`config.mk`:
```
export PLATFORM = sky130hd
export DESIGN_NAME = uart_frame_assembler_flat
export DESIGN_NICKNAME = d
export VERILOG_FILES = /design/src/rtl/uart_frame_assembler_if.sv /design/src/rtl/uart_frame_assembler.sv /design/src/flat_wrapper.sv
export SDC_FILE = /design/constraint.sdc
export NUM_CORES = 2
export LEC_CHECK = 0
export BUFFER_PORTS_ARGS = -buffer_cell sky130_fd_sc_hd__buf_2
export CAP_MARGIN = 5
export CORE_MARGIN = 3
export CORE_UTILIZATION = 40
export CTS_CLUSTER_DIAMETER = 150
export CTS_CLUSTER_SIZE = 20
export DETAILED_ROUTE_END_ITERATION = 16
export PLACE_DENSITY_LB_ADDON = 0.2
export SLEW_MARGIN = 10
export SYNTH_ARGS = -nofsm -noshare
export SYNTH_HDL_FRONTEND = slang
export SYNTH_SLANG_ARGS = --single-unit
```
`constraint.sdc`:
```
create_clock -name clk -period 3 [get_ports clk]
set_input_delay 0.45 -clock clk [delete_from_list [all_inputs] [get_ports clk]]
set_output_delay 0.45 -clock clk [all_outputs]
set_load 0.005 [all_outputs]
```
`src/rtl/uart_frame_assembler_if.sv`:
```
// Byte stream in from the UART receiver, verified cube frame and error status out.
interface uart_frame_assembler_if;
    logic [7:0]   rx_data;
    logic         rx_valid;
    logic [511:0] frame_cube_flat;
    logic         frame_valid;
    logic         frame_err;
    logic [15:0]  err_cnt;

    modport master (
        output rx_data,
        output rx_valid,
        input  frame_cube_flat,
        input  frame_valid,
        input  frame_err,
        input  err_cnt
    );

    modport slave (
        input  rx_data,
        input  rx_valid,
        output frame_cube_flat,
        output frame_valid,
        output frame_err,
        output err_cnt
    );
endinterface

```
`src/rtl/uart_frame_assembler.sv`:
```
// Hunts for HEADER, collects 64 payload bytes, commits the frame only if the checksum byte matches.
// Status pulses appear one cycle after the deciding byte or timeout; no backpressure, one byte per rx_valid.
module uart_frame_assembler #(
    parameter logic [7:0]  HEADER         = 8'hA5,
    parameter int unsigned TIMEOUT_CYCLES = 100_000
) (
    input  logic                    clk,
    input  logic                    resetn,
    uart_frame_assembler_if.slave   bus
);

    localparam int unsigned   TW       = (TIMEOUT_CYCLES > 1) ? $clog2(TIMEOUT_CYCLES) : 1;
    localparam logic [TW-1:0] TMO_LAST = TW'(TIMEOUT_CYCLES - 1);

    typedef enum logic [1:0] {
        ST_IDLE,
        ST_PAYLOAD,
        ST_CHECK
    } state_t;

    state_t         state_q, state_d;
    logic [5:0]     idx_q, idx_d;
    logic [7:0]     sum_q, sum_d;
    logic [TW-1:0]  tmo_q, tmo_d;
    logic [511:0]   asm_q, asm_d;
    logic [511:0]   frame_q, frame_d;
    logic           fv_q, fv_d;
    logic           fe_q, fe_d;
    logic [15:0]    err_cnt_q, err_cnt_d;
    logic           tmo_expire;

    // A byte arriving on the expiry cycle takes priority over the abort.
    assign tmo_expire = !bus.rx_valid && (tmo_q == TMO_LAST);

    always_comb begin
        state_d   = state_q;
        idx_d     = idx_q;
        sum_d     = sum_q;
        tmo_d     = tmo_q;
        asm_d     = asm_q;
        frame_d   = frame_q;
        fv_d      = 1'b0;
        fe_d      = 1'b0;
        err_cnt_d = err_cnt_q;

        unique case (state_q)
            ST_IDLE: begin
                tmo_d = '0;
                if (bus.rx_valid && bus.rx_data == HEADER) begin
                    state_d = ST_PAYLOAD;
                    idx_d   = 6'd0;
                    sum_d   = 8'd0;
                end
            end

            ST_PAYLOAD: begin
                if (bus.rx_valid) begin
                    asm_d[{idx_q, 3'b000} +: 8] = bus.rx_data;
                    sum_d = sum_q + bus.rx_data;
                    idx_d = idx_q + 6'd1;
                    tmo_d = '0;
                    if (idx_q == 6'd63) begin
                        state_d = ST_CHECK;
                    end
                end else if (tmo_expire) begin
                    fe_d    = 1'b1;
                    state_d = ST_IDLE;
                    tmo_d   = '0;
                end else begin
                    tmo_d = tmo_q + TW'(1);
                end
            end

            ST_CHECK: begin
                if (bus.rx_valid) begin
                    if (bus.rx_data == sum_q) begin
                        frame_d = asm_q;
                        fv_d    = 1'b1;
                    end else begin
                        fe_d = 1'b1;
                    end
                    state_d = ST_IDLE;
                    tmo_d   = '0;
                end else if (tmo_expire) begin
                    fe_d    = 1'b1;
                    state_d = ST_IDLE;
                    tmo_d   = '0;
                end else begin
                    tmo_d = tmo_q + TW'(1);
                end
            end

            default: begin
                state_d = ST_IDLE;
                tmo_d   = '0;
            end
        endcase

        if (fe_d && err_cnt_q != 16'hFFFF) begin
            err_cnt_d = err_cnt_q + 16'd1;
        end
    end

    always_ff @(posedge clk or negedge resetn) begin
        if (!resetn) begin
            state_q   <= ST_IDLE;
            idx_q     <= 6'd0;
            sum_q     <= 8'd0;
            tmo_q     <= '0;
            asm_q     <= '0;
            frame_q   <= '0;
            fv_q      <= 1'b0;
            fe_q      <= 1'b0;
            err_cnt_q <= 16'd0;
        end else begin
            state_q   <= state_d;
            idx_q     <= idx_d;
            sum_q     <= sum_d;
            tmo_q     <= tmo_d;
            asm_q     <= asm_d;
            frame_q   <= frame_d;
            fv_q      <= fv_d;
            fe_q      <= fe_d;
            err_cnt_q <= err_cnt_d;
        end
    end

    assign bus.frame_cube_flat = frame_q;
    assign bus.frame_valid     = fv_q;
    assign bus.frame_err       = fe_q;
    assign bus.err_cnt         = err_cnt_q;

endmodule

```
`src/flat_wrapper.sv`:
```
// flat-port wrapper written by rule: the top's interface ports become plain ports
module uart_frame_assembler_flat 
#(
    parameter logic [7:0]  HEADER         = 8'hA5,
    parameter int unsigned TIMEOUT_CYCLES = 100_000
)
  (clk, resetn, bus_rx_data, bus_rx_valid, bus_frame_cube_flat, bus_frame_valid, bus_frame_err, bus_err_cnt);
  uart_frame_assembler_if bus_i ();
  input  logic clk;
  input  logic resetn;
  input wire logic [$bits(bus_i.rx_data)-1:0] bus_rx_data;
  input wire logic [$bits(bus_i.rx_valid)-1:0] bus_rx_valid;
  output wire logic [$bits(bus_i.frame_cube_flat)-1:0] bus_frame_cube_flat;
  output wire logic [$bits(bus_i.frame_valid)-1:0] bus_frame_valid;
  output wire logic [$bits(bus_i.frame_err)-1:0] bus_frame_err;
  output wire logic [$bits(bus_i.err_cnt)-1:0] bus_err_cnt;
  assign bus_i.rx_data = bus_rx_data;
  assign bus_i.rx_valid = bus_rx_valid;
  assign bus_frame_cube_flat = bus_i.frame_cube_flat;
  assign bus_frame_valid = bus_i.frame_valid;
  assign bus_frame_err = bus_i.frame_err;
  assign bus_err_cnt = bus_i.err_cnt;
  uart_frame_assembler #(.HEADER(HEADER), .TIMEOUT_CYCLES(TIMEOUT_CYCLES)) u_core (.clk(clk), .resetn(resetn), .bus(bus_i));
endmodule
```
==> run summary <==
STATUS
----------------------------------------------------------------------------------------------------
Run status                                                                              complete, no violations

CTS
----------------------------------------------------------------------------------------------------
Deepest clock path buffer count                                                                    3
CTS buffer count                                                                                  59
Number of H-tree levels                                                                            2
Clock-pin slew reported for the worst setup and hold paths after clock tree synthesis        0.08 ns
Number of sinks handled by clock tree synthesis                                                 1075
Clock tree from TritonCTS                                                                       done
Clock tree root buffer cell                                                             sky130_fd_sc_hd__clkbuf_16
Clock latency on the worst-skew pair                                                         0.69 ns

STA
----------------------------------------------------------------------------------------------------
Unrepaired setup endpoints after global routing                                                 true
Final period utilization                                                                      95.68%
Smallest hold slack                                                                        0.2180 ns
Setup-failing EPs final                                                                            0
Clock Skew                                                                                0.01812 ns
Worst-case setup margin in the final layout                                                0.1296 ns
Number of hold violations in the final report                                                      0
Number of slew-limit violations in the final report                                                0
Max-slew headroom at the worst pin                                                            25.46%
Crit path time final                                                                        2.870 ns
Max frequency                                                                             0.3484 GHz
Worst-margin pin slew                                                                       1.118 ns

SYNTH
----------------------------------------------------------------------------------------------------
Synthesis warning total                                                                            0
Post-Synth Adder-Cell Area                                                                   0.5490%
Simple-gate share of the synthesized area                                                     18.54%
Post-synthesis async set-or-reset flop share                                                  100.0%
Syn Area/Cell                                                                              10.96 µm²
Share of synthesized area spent on multiplexers                                               12.64%
Cells after Synth                                                                               3867
Main combinational cell family by area after synthesis                                  simple AND/OR/NAND/NOR gates
Post-Synthesis Cell Area                                                                 0.04239 mm²
Leading cell types by total area after synthesis                                        sky130_fd_sc_hd__dfrtp_1, sky130_fd_sc_hd__nand2_1, sky130_fd_sc_hd__mux2_2
Top-area cell type share of the netlist area                                                  63.46%
Post-synth top area cell                                                                sky130_fd_sc_hd__dfrtp_1
Number of enable-type register cells in the synthesized netlist                                    0
Sequential cell area fraction in the yosys report                                             63.46%
Area fraction in compound gates after synthesis                                               1.992%
Count of unique library cells instantiated by Yosys                                               64
Area share of xor/xnor cells in the synthesized design                                       0.9298%
#FFs+latches synth                                                                              1075
Post-synth net total                                                                            3896
Top FF cell, synth                                                                      sky130_fd_sc_hd__dfrtp_1

POWER
----------------------------------------------------------------------------------------------------
PD cells                                                                                600.8 mW/mm²
Max IR drop VDD                                                                            0.4567 mV
Sw frac                                                                                       29.67%
Fraction of power consumed by the clock network                                                28.1%
Net switching power                                                                          8785 µW
Combinational group share of total power                                                       18.4%
Static Leak                                                                               0.02761 µW
Sequential fraction of design power                                                            53.5%
Cell Int Power                                                                              20830 µW

WORST SETUP PATH
----------------------------------------------------------------------------------------------------
Reg-to-reg slack, setup                                                                      0.13 ns
Critical path startpoint category                                                           register
Endpoint of the most critical setup path                                                u_core.asm_q[30]
Largest fanout on the critical path                                                                9
R2R Path End                                                                            u_core.asm_q[30]
Worst r2r src                                                                           u_core.idx_q[1]
Critical Path End Type                                                                      register
Worst Reg2Reg Path Length in Cells                                                                 8
Worst setup startpoint                                                                  u_core.idx_q[1]
Data required time of the critical path                                                      3.57 ns
WS Path Type                                                                            register to register
Worst path arrival time                                                                      3.44 ns

DIE
----------------------------------------------------------------------------------------------------
Boundary pin count                                                                               541
Vertical extent of the die                                                                  331.5 µm
Std-Cell Rows                                                                                    118
Initial standard-cell utilization of the core                                                 40.61%
Total core area                                                                           0.1044 mm²
Die outline area                                                                          0.1099 mm²
Die Span X                                                                                  331.5 µm

PLACED DESIGN
----------------------------------------------------------------------------------------------------
Gpl congestion                                                                                0.8502
Placement-stage worst setup slack                                                         0.02609 ns
Post-detail-place hpwl                                                                      88480 µm
Area of placed instances                                                                 0.04773 mm²
Quantity of I/O buffers inserted on ports                                                        540

GRT
----------------------------------------------------------------------------------------------------
Largest net degree at the start of global routing                                                146
Global-route wire length before repair                                                     194600 µm
Via count of the first global-routing pass                                                     29700
Antenna violations before repair                                                                   5
Sum of overflow across all layers after global routing                                             0
Total routing usage reported by global routing                                                23.16%

JOB
----------------------------------------------------------------------------------------------------
Number of maximum-capacitance violations                                                           0

FINAL LAYOUT
----------------------------------------------------------------------------------------------------
Number of antenna repair diodes                                                                    0
Ratio of cells with drive above 1 in the final layout                                         29.39%
Area delta synth->final                                                                       16.29%
Count of fill cells added during filler insertion                                               9820
Layout Utilization                                                                            47.22%
Net count, final                                                                                4455
Final cell area excluding filler cells                                                   0.04929 mm²

MIN PATH
----------------------------------------------------------------------------------------------------
Min-delay src                                                                           bus_rx_data[0]
Class of the most critical hold timing path                                             primary input to register

DETAILED ROUTING
----------------------------------------------------------------------------------------------------
Routed vias/inst                                                                               5.048
Wirelength, routed                                                                         128700 µm
Count of unresolved DRC violations after routing                                                   0
Pre-Repair DR Iteration Count                                                                      5
Number of design-rule violations left by the first detailed-router iteration                    1894
Number of vias in the routed layout                                                            29320
Average detailed-routed wire length per instance                                            22.17 µm
Remaining number of nets flagged by the antenna check after routing                                0

## cells in the final DEF, fill, tap and decap left out, drive strengths merged, types with 4 or more instances in the layout
master,netlist,final
nor4,8,8
nand3,31,31
buf,19,692
nand3b,4,4
nand2,1615,1615
or3,5,5
and3,9,9
clkbuf,176,61
nand4b,7,7
nand4,21,21
ha,17,17
a211oi,5,5
o21ai,83,83
xnor2,34,34
nand2b,5,5
nor2,103,103
nor2b,12,12
and2,35,35
xor2,11,11
a22o,7,7
o31a,4,4
nor3,29,29
o31ai,4,4
inv,10,10
and4,4,4
or2,14,14
nor4b,5,5
dfrtp,1075,1075
a21oi,11,11
mux2,475,475
## cell usage after synthesis (all sizes together) (2+ instances only)
library cell	count
nor3b	2
a211oi	5
a21oi	11
xor2	11
or2	14
o31a	4
nand4b	7
mux2	475
nand2b	5
o32ai	2
nor2	103
nand3	31
nor4b	5
o2bb2ai	2
o2111ai	2
o211ai	3
and2	35
a21o	2
nand3b	4
nor2b	12
ha	17
xnor2	34
nor3	29
buf	19
and4	4
nand2	1615
and3	9
a22o	7
nand4	21
clkbuf	176
o21bai	3
nor4	8
o21ai	83
inv	10
dfrtp	1075
or3	5
o22ai	3
o31ai	4
## layout make-up
| cell class | instances | area (µm²) | area share (%) |
|---|---|---|---|
| well taps | 1380 | 1727 | 3.503 |
| multi-input cells | 2587 | 14730 | 29.89 |
| clock buffers | 61 | 1526 | 3.097 |
| repair buffers | 693 | 4354 | 8.833 |
| flip-flops and latches | 1075 | 26900 | 54.57 |
| clock inverters | 1 | 7.507 | 0.01523 |
| inverters | 10 | 45.04 | 0.09138 |
## routing by layer
metal	part of all wire [%]	vias up	global-route usage [%]	wire [µm]
met1	44	14870	31.25	56360
met5	0	-	0	0
met3	6.3	171	5.097	8174
li1	-	13560	-	-
met4	3.6	0	7.986	4692
met2	46	713	37.06	59510
## worst min-delay path by stage
stage,end,slack [ns],depth (start not counted)
after floorplan,u_core.asm_q[0],0.15,0
after global placement,u_core.bus.frame_cube_flat[316],0.44,2
after detailed placement,u_core.bus.frame_err,0.44,1
after CTS,u_core.sum_q[0],0.16,3
after global routing,u_core.sum_q[0],0.20,3
final,u_core.sum_q[0],0.22,3
## power by group through the flow
stage	logic [µW]	registers (µW)	clock network [µW]
floorplan	3250	16000	0
global placement	5370	16100	0
detailed placement	5430	16100	0
CTS	5450	15800	8570
global route	5920	15900	9070
finish	5450	15800	8330
## flip-flops by register name, indices dropped and copies added (netlist names)
name and cells:
u_core.bus.frame_err 1, u_core.idx_q 6, u_core.sum_q 8, u_core.bus.err_cnt 16, u_core.bus.frame_valid 1, u_core.state_q 2
u_core.tmo_q 17, u_core.bus.frame_cube_flat 512, u_core.asm_q 512
## kinds of logic after synthesis
group                      Yosys count
AOI/OAI and AO/OA                  135
xor gates and xnor gates            45
adders and majority gates           18
buffers and inverters              205
DFF                               1075
muxes                              476
and+or+nand+nor                   1913
## what timing repair did
item | CTS | global route
resized for setup | 1 | 2
pin swaps | 0 | 1
buffers inserted | 0 | 1
setup endpoints to repair | 1 | 26
endpoints found under the hold margin | 26 | 0
hold buffers | 1 | 0
## worst max-delay path, stage by stage, from the launching register on
cell and delay, ns:
sky130_fd_sc_hd__dfrtp_1 0.41, sky130_fd_sc_hd__inv_1 0.08, sky130_fd_sc_hd__ha_1 0.22, sky130_fd_sc_hd__buf_4 0.19
sky130_fd_sc_hd__nor2_1 0.16, sky130_fd_sc_hd__a21oi_1 0.11, sky130_fd_sc_hd__o21ai_2 0.49, sky130_fd_sc_hd__nand4b_1 0.62
sky130_fd_sc_hd__mux2_2 0.48
## per-stage QoR
step	total power, µW	cells	TNS, ns
after detailed placement	21540	5743	0
after global routing	30940	5807	-0.01612
after floorplan	19200	3867	0
after CTS	29850	5806	0
after global placement	21460	5743	-0.1076
final	29610	5807	0
Note: power is estimated with default switching activity, not from simulation.
